## src/rtl/wash_cycle_sequencer.sv

```systemverilog
// Wash/rinse/spin programme sequencer: latches durations on cycle_ready and times each phase with a prescaled countdown.
// Optional pause input and actuator freeze are compiled in with `define WASH_PAUSE_EN.
module wash_cycle_sequencer #(
    parameter int TICK_DIV = 1,
    parameter int DUR_W    = 4
) (
    input  logic             clk,
    input  logic             reset,
    input  logic             cycle_ready,
    input  logic [DUR_W-1:0] wash_duration,
    input  logic [DUR_W-1:0] rinse_duration,
    input  logic [DUR_W-1:0] spin_duration,
    input  logic             abort,
`ifdef WASH_PAUSE_EN
    input  logic             pause,
`endif
    output logic             busy,
    output logic [1:0]       phase,
    output logic [DUR_W-1:0] remaining,
    output logic             motor_on,
    output logic             water_valve,
    output logic             drain_pump,
    output logic             cycle_done
);

    typedef enum logic [2:0] {
        S_IDLE,
        S_WASH,
        S_RINSE,
        S_SPIN,
        S_DONE
    } state_t;

    localparam int            PW        = (TICK_DIV > 1) ? $clog2(TICK_DIV) : 1;
    localparam logic [PW-1:0] PRESC_MAX = PW'(TICK_DIV - 1);

    state_t           state_q, state_d;
    logic [DUR_W-1:0] rem_q, rem_d;
    logic [DUR_W-1:0] rinse_q, rinse_d;
    logic [DUR_W-1:0] spin_q, spin_d;
    logic [PW-1:0]    presc_q, presc_d;
    logic             pause_act;
    logic             tick;
    logic             active;

`ifdef WASH_PAUSE_EN
    assign pause_act = pause;
`else
    assign pause_act = 1'b0;
`endif

    assign tick   = (presc_q == PRESC_MAX);
    assign active = (state_q == S_WASH) || (state_q == S_RINSE) || (state_q == S_SPIN);

    always_ff @(posedge clk or posedge reset) begin
        if (reset) begin
            state_q <= S_IDLE;
            rem_q   <= '0;
            rinse_q <= '0;
            spin_q  <= '0;
            presc_q <= '0;
        end else begin
            state_q <= state_d;
            rem_q   <= rem_d;
            rinse_q <= rinse_d;
            spin_q  <= spin_d;
            presc_q <= presc_d;
        end
    end

    always_comb begin
        state_d = state_q;
        rem_d   = rem_q;
        rinse_d = rinse_q;
        spin_d  = spin_q;
        presc_d = presc_q;

        case (state_q)
            S_IDLE: begin
                if (cycle_ready && !abort) begin
                    rinse_d = rinse_duration;
                    spin_d  = spin_duration;
                    presc_d = '0;
                    // Zero-length phases are skipped without spending a cycle.
                    if (wash_duration != '0) begin
                        state_d = S_WASH;
                        rem_d   = wash_duration;
                    end else if (rinse_duration != '0) begin
                        state_d = S_RINSE;
                        rem_d   = rinse_duration;
                    end else if (spin_duration != '0) begin
                        state_d = S_SPIN;
                        rem_d   = spin_duration;
                    end else begin
                        state_d = S_DONE;
                        rem_d   = '0;
                    end
                end
            end
            S_WASH, S_RINSE, S_SPIN: begin
                if (!pause_act) begin
                    if (tick) begin
                        presc_d = '0;
                        if (rem_q > DUR_W'(1)) begin
                            rem_d = rem_q - 1'b1;
                        end else if ((state_q == S_WASH) && (rinse_q != '0)) begin
                            state_d = S_RINSE;
                            rem_d   = rinse_q;
                        end else if ((state_q != S_SPIN) && (spin_q != '0)) begin
                            state_d = S_SPIN;
                            rem_d   = spin_q;
                        end else begin
                            state_d = S_DONE;
                            rem_d   = '0;
                        end
                    end else begin
                        presc_d = presc_q + 1'b1;
                    end
                end
            end
            S_DONE: begin
                state_d = S_IDLE;
            end
            default: begin
                state_d = S_IDLE;
                rem_d   = '0;
                presc_d = '0;
            end
        endcase

        if (abort && (state_q != S_IDLE)) begin
            state_d = S_IDLE;
            rem_d   = '0;
            presc_d = '0;
        end
    end

    always_comb begin
        phase = 2'b00;
        case (state_q)
            S_WASH:  phase = 2'b01;
            S_RINSE: phase = 2'b10;
            S_SPIN:  phase = 2'b11;
            default: phase = 2'b00;
        endcase
    end

    assign busy        = active || (state_q == S_DONE);
    assign remaining   = active ? rem_q : '0;
    assign motor_on    = active && !pause_act;
    assign water_valve = ((state_q == S_WASH) || (state_q == S_RINSE)) && !pause_act;
    assign drain_pump  = (state_q == S_SPIN);
    assign cycle_done  = (state_q == S_DONE);

endmodule

```

## config.mk

```make
export PLATFORM = sky130hd
export DESIGN_NAME = wash_cycle_sequencer
export DESIGN_NICKNAME = d
export VERILOG_FILES = /design/src/rtl/wash_cycle_sequencer.sv
export SDC_FILE = /design/constraint.sdc
export NUM_CORES = 1
export LEC_CHECK = 0
export CORE_UTILIZATION = 43
export DETAILED_ROUTE_END_ITERATION = 8
export GPL_TIMING_DRIVEN = 0
export PLACE_DENSITY = 0.72
export SYNTH_ARGS = -nofsm -noshare
export SYNTH_HDL_FRONTEND = slang
export SYNTH_SLANG_ARGS = --single-unit
```

## constraint.sdc

```tcl
create_clock -name clk -period 1.8 [get_ports clk]
set_input_delay 0.36 -clock clk [delete_from_list [all_inputs] [get_ports clk]]
set_output_delay 0.36 -clock clk [all_outputs]
set_load 0.05 [all_outputs]
```

==> impl_metrics.prom <==
# TYPE chip_impl_metric gauge
chip_impl_info{name="result_of_the_run",value="finished, violations left"} 1
chip_impl_info{name="failing_checks",value="negative setup slack"} 1
chip_impl_metric{name="ys_async_sr_fraction",unit="%"} 100.0
chip_impl_metric{name="cap_viol_max_count",unit=""} 0
chip_impl_metric{name="insertedDiodeCount",unit=""} 0
chip_impl_metric{name="skew",unit="ns"} 0.001332
chip_impl_info{name="synth_flop_cell",value="sky130_fd_sc_hd__dfrtp_1"} 1
chip_impl_metric{name="maxSlewHeadroom",unit="%"} 60.41
chip_impl_metric{name="dieHeight",unit="microns"} 51.88
chip_impl_info{name="holdCritPathClass",value="in -> async"} 1
chip_impl_metric{name="post_dp_cell_area",unit="sq um"} 1370
chip_impl_metric{name="power.switching_fraction",unit="%"} 48.23
chip_impl_metric{name="synth-seq-cells",unit=""} 15
chip_impl_metric{name="ctsLongestPathBuffers",unit=""} 2
chip_impl_metric{name="final_layout_size_suffix_gt1_share",unit="%"} 30.77
chip_impl_info{name="source_of_the_critical_timing_path",value="rem_q[0]$_DFFE_PP0P_"} 1
chip_impl_metric{name="min_period",unit="ns"} 1.832
chip_impl_metric{name="routed-wl-met2",unit="microns"} 1500
chip_impl_metric{name="yosys_warnings",unit=""} 0
chip_impl_metric{name="worst_slack",unit="ns"} -0.03202
chip_impl_metric{name="synth-edff-count",unit=""} 0
chip_impl_info{name="cp_cell_instances",value="inv_2, ha_4, nor2_2, or3_4, a221o_1, a221o_1"} 1
chip_impl_metric{name="leakagePower",unit="nW"} 0.6255
chip_impl_info{name="timing.critical_path.slowest_stage_cell",value="sky130_fd_sc_hd__dfrtp_2"} 1
chip_impl_metric{name="detail_route.wirelength.met1",unit="microns"} 1236
chip_impl_metric{name="power_frac_comb",unit="%"} 65.6
chip_impl_metric{name="synth_fp_nets",unit=""} 136
chip_impl_metric{name="final_core_util",unit="%"} 66.19
chip_impl_metric{name="timing.critical_path.fanout_max",unit=""} 4
chip_impl_info{name="ranking_of_synthesized_cells_by_instance_count",value="sky130_fd_sc_hd__dfrtp_1 (15), sky130_fd_sc_hd__inv_1 (9), sky130_fd_sc_hd__a21oi_1 (8), sky130_fd_sc_hd__o21ai_0 (7)"} 1
chip_impl_metric{name="clk_pin_slew",unit="ns"} 0.09
chip_impl_metric{name="core_area",unit="sq um"} 2276
chip_impl_metric{name="first_global_vias",unit=""} 996
chip_impl_metric{name="critPathRequiredTime",unit="ns"} 1.97
chip_impl_info{name="top_layer_used_by_detailed_routing",value="met4"} 1
chip_impl_metric{name="final_hold_viol_count",unit=""} 0
chip_impl_metric{name="achievable-frequency",unit="MHz"} 545.8
chip_impl_metric{name="rows",unit=""} 17
chip_impl_metric{name="number_of_cells_traversed_by_the_worst_register_to_register_path",unit=""} 6
chip_impl_metric{name="switchingPower",unit="W"} 0.001220
chip_impl_metric{name="viasPerCell",unit=""} 6.201
chip_impl_info{name="cts_root_buf",value="sky130_fd_sc_hd__clkbuf_4"} 1
chip_impl_metric{name="finalSetupViolations",unit=""} 1
chip_impl_metric{name="number_of_top_level_pins",unit=""} 27
chip_impl_metric{name="clock-sinks",unit=""} 15
chip_impl_metric{name="tritoncts.num_buffers",unit=""} 3
chip_impl_info{name="critical_path.reg2reg.endpoint",value="rem_q[2]$_DFFE_PP0P_"} 1
chip_impl_metric{name="synth_largest_type_area_fraction",unit="%"} 35.09
chip_impl_metric{name="post-route-drc-count",unit=""} 0
chip_impl_metric{name="slowest_delay",unit="ns"} 0.45
chip_impl_info{name="rsz0062_at_grt",value="yes"} 1
chip_impl_metric{name="die_width",unit="microns"} 51.88
chip_impl_metric{name="post_synth.cell_area_avg",unit="sq um"} 9.066
chip_impl_metric{name="multi_input_comb_area",unit="sq um"} 700.7
chip_impl_metric{name="yosysUniqueCellTypes",unit=""} 40
chip_impl_info{name="worstSetupStartpointType",value="flop"} 1
chip_impl_info{name="critPathCaptureType",value="flop"} 1
chip_impl_metric{name="globalRouteOverflowTotal",unit=""} 0
chip_impl_metric{name="ctsHoldBuffers",unit=""} 0
chip_impl_metric{name="setup_tns",unit="ns"} -0.03202
chip_impl_info{name="worst_path_most_repeated_cell",value="sky130_fd_sc_hd__a221o_1"} 1
chip_impl_info{name="worstReg2RegStart",value="rem_q[0]$_DFFE_PP0P_"} 1
chip_impl_metric{name="synthesis.instances",unit=""} 118
chip_impl_info{name="cts_tree",value="done"} 1
chip_impl_metric{name="sequentialPowerShare",unit="%"} 26.7
chip_impl_metric{name="p_per_area",unit="nW/um^2"} 1679
chip_impl_metric{name="num-fill-cells",unit=""} 170
chip_impl_metric{name="place_congestion",unit=""} 0.8766
chip_impl_metric{name="timing.reg2reg.setup_slack",unit="ns"} -0.03
chip_impl_info{name="post_synth_main_area_contributors",value="sky130_fd_sc_hd__dfrtp_1 (35%), sky130_fd_sc_hd__mux2_1 (6.3%), sky130_fd_sc_hd__a221o_1 (5.6%)"} 1
chip_impl_metric{name="p_int",unit="W"} 0.001309
chip_impl_info{name="crit_end",value="rem_q[2]$_DFFE_PP0P_"} 1
chip_impl_metric{name="floorplan.initialDensity",unit="%"} 47.00
chip_impl_metric{name="final_cell_area",unit="sq um"} 1506
chip_impl_metric{name="tightestPinTransition",unit="ns"} 0.5931
chip_impl_metric{name="antenna_found_initial",unit=""} 0
chip_impl_info{name="setup.worst_path.class",value="reg -> reg"} 1
chip_impl_info{name="synth_largest_area_cell",value="sky130_fd_sc_hd__dfrtp_1"} 1
chip_impl_metric{name="final_net_count",unit=""} 175
chip_impl_metric{name="postRouteAntennaNets",unit=""} 0
chip_impl_metric{name="dr.pass1.iters",unit=""} 7
chip_impl_metric{name="detail_route.wl_per_cell",unit="microns"} 15.70
chip_impl_metric{name="mappedNetlistArea",unit="sq um"} 1070
chip_impl_metric{name="insertion_delay",unit="ns"} 0.28
chip_impl_metric{name="yosysSeqAreaShare",unit="%"} 35.09
chip_impl_metric{name="route.vias.total",unit=""} 1141
chip_impl_metric{name="grt_first_pass_wirelength",unit="microns"} 4643
chip_impl_metric{name="worst_ep_arrival_time",unit="ns"} 2.00
chip_impl_metric{name="largest_net_degree_at_the_start_of_global_routing",unit=""} 16
chip_impl_metric{name="routed-wl-met3",unit="microns"} 137
chip_impl_metric{name="detailed_place_hpwl",unit="microns"} 2057
chip_impl_metric{name="buffer_ports.inserted",unit=""} 26
chip_impl_metric{name="wirelength",unit="microns"} 2889
chip_impl_metric{name="synthToLayoutAreaGrowth",unit="%"} 40.82
chip_impl_metric{name="clkPwrFrac",unit="%"} 7.7
chip_impl_metric{name="dieArea",unit="sq um"} 2692
chip_impl_metric{name="finalMaxSlewViolations",unit=""} 0
chip_impl_metric{name="drt_iter0_drc",unit=""} 41
chip_impl_metric{name="period_share",unit="%"} 101.8
chip_impl_info{name="post-synth-top-count-cell",value="sky130_fd_sc_hd__dfrtp_1"} 1
chip_impl_metric{name="max-vdd-ir-drop",unit="uV"} 870.8
chip_impl_metric{name="grt_util_all_layers",unit="%"} 22.79
chip_impl_metric{name="hold_slack",unit="ns"} 0.4325
chip_impl_metric{name="regArea",unit="sq um"} 379.1
chip_impl_metric{name="cts_htree_levels",unit=""} 1
==> cells in the final DEF, fill, tap and decap left out, types with 4 or more instances in the layout <==
master / synthesis / final
sky130_fd_sc_hd__nor3_1: 5 / 4
sky130_fd_sc_hd__clkdlybuf4s50_1: 0 / 15
sky130_fd_sc_hd__a221o_1: 6 / 6
sky130_fd_sc_hd__mux2_1: 6 / 6
sky130_fd_sc_hd__o21ai_0: 7 / 7
sky130_fd_sc_hd__a21oi_1: 8 / 7
sky130_fd_sc_hd__clkbuf_4: 0 / 4
sky130_fd_sc_hd__nand2_1: 5 / 5
sky130_fd_sc_hd__buf_2: 3 / 7
sky130_fd_sc_hd__dfrtp_1: 15 / 12
sky130_fd_sc_hd__nor4b_1: 4 / 4
sky130_fd_sc_hd__buf_4: 0 / 14
sky130_fd_sc_hd__inv_1: 9 / 7
==> power groups by stage <==
stage	Clock (W)	Combinational (W)	Sequential [W]
floorplan	0	0.00107	0.000597
global placement	0	0.00140	0.000642
detailed placement	0	0.00142	0.000649
CTS	0.000196	0.00153	0.000630
global route	0.000209	0.00178	0.000694
finish	0.000196	0.00166	0.000676
==> sequential cells by signal (all words and copies together), names as in the netlist <==
| register | cells |
|---|---|
| state_q | 3 |
| rem_q | 4 |
| spin_q | 4 |
| rinse_q | 4 |
==> cell families after synthesis <==
group | Yosys count | share of synthesized area, %
flops | 15 | 35.09
compound gates | 37 | 23.98
simple gates | 40 | 23.04
fa+ha+maj | 2 | 2.339
mux | 8 | 8.420
xor+xnor | 1 | 0.8189
buf+inv | 15 | 6.315
==> metrics by stage <==
step / power, W / setup WS (ns) / instances
global placement: 0.002044 / -0.4138 / 172
detailed placement: 0.002072 / -0.4540 / 172
floorplan: 0.001665 / -0.2799 / 118
finish: 0.002529 / -0.03202 / 184
global route: 0.002686 / -0.07193 / 184
CTS: 0.002352 / -0.05418 / 182
==> cell type report <==
| cell class | instances | share of cell area [%] |
|---|---|---|
| Buffer | 4 | 2.492 |
| Multi-Input combinational cell | 88 | 46.51 |
| Sequential cell | 15 | 25.17 |
| Timing Repair Buffer | 36 | 19.52 |
| Inverter | 9 | 2.243 |
| Tap cell | 28 | 2.326 |
| Clock buffer | 4 | 1.744 |
==> layer usage <==
metal	vias up	GRT usage, %
li1	534	-
met1	553	31.61
met2	50	38.46
met3	4	2.047
met4	0	4.505
met5	-	0
==> worst max-delay path: cells and delay by family, from the launching register on <==
| family | cells | cell delay (ns) |
|---|---|---|
| buffers and inverters | 1 | 0.08 |
| flip-flops | 1 | 0.45 |
| adder cells (fa/ha/maj) | 1 | 0.13 |
| AO/OA/AOI/OAI | 2 | 0.62 |
| AND/OR/NAND/NOR | 2 | 0.43 |
==> worst min-delay path by stage <==
stage / startpoint / to / slack (ns) / cells past startpoint
floorplan: reset / rem_q[0]$_DFFE_PP0P_ / 0.26 / 1
global placement: spin_q[0]$_DFFE_PP0P_ / spin_q[0]$_DFFE_PP0P_ / 0.53 / 1
detailed placement: spin_q[0]$_DFFE_PP0P_ / spin_q[0]$_DFFE_PP0P_ / 0.54 / 1
CTS: reset / spin_q[1]$_DFFE_PP0P_ / 0.46 / 2
global route: reset / rinse_q[1]$_DFFE_PP0P_ / 0.51 / 2
finish: reset / rinse_q[2]$_DFFE_PP0P_ / 0.43 / 2
==> repair_timing <==
item,CTS,global route
buffers inserted,6,4
setup endpoints to repair,14,21
gates resized for setup,69,21
pin swaps,1,5
No activity file was read; power rests on OpenSTA's default activity.
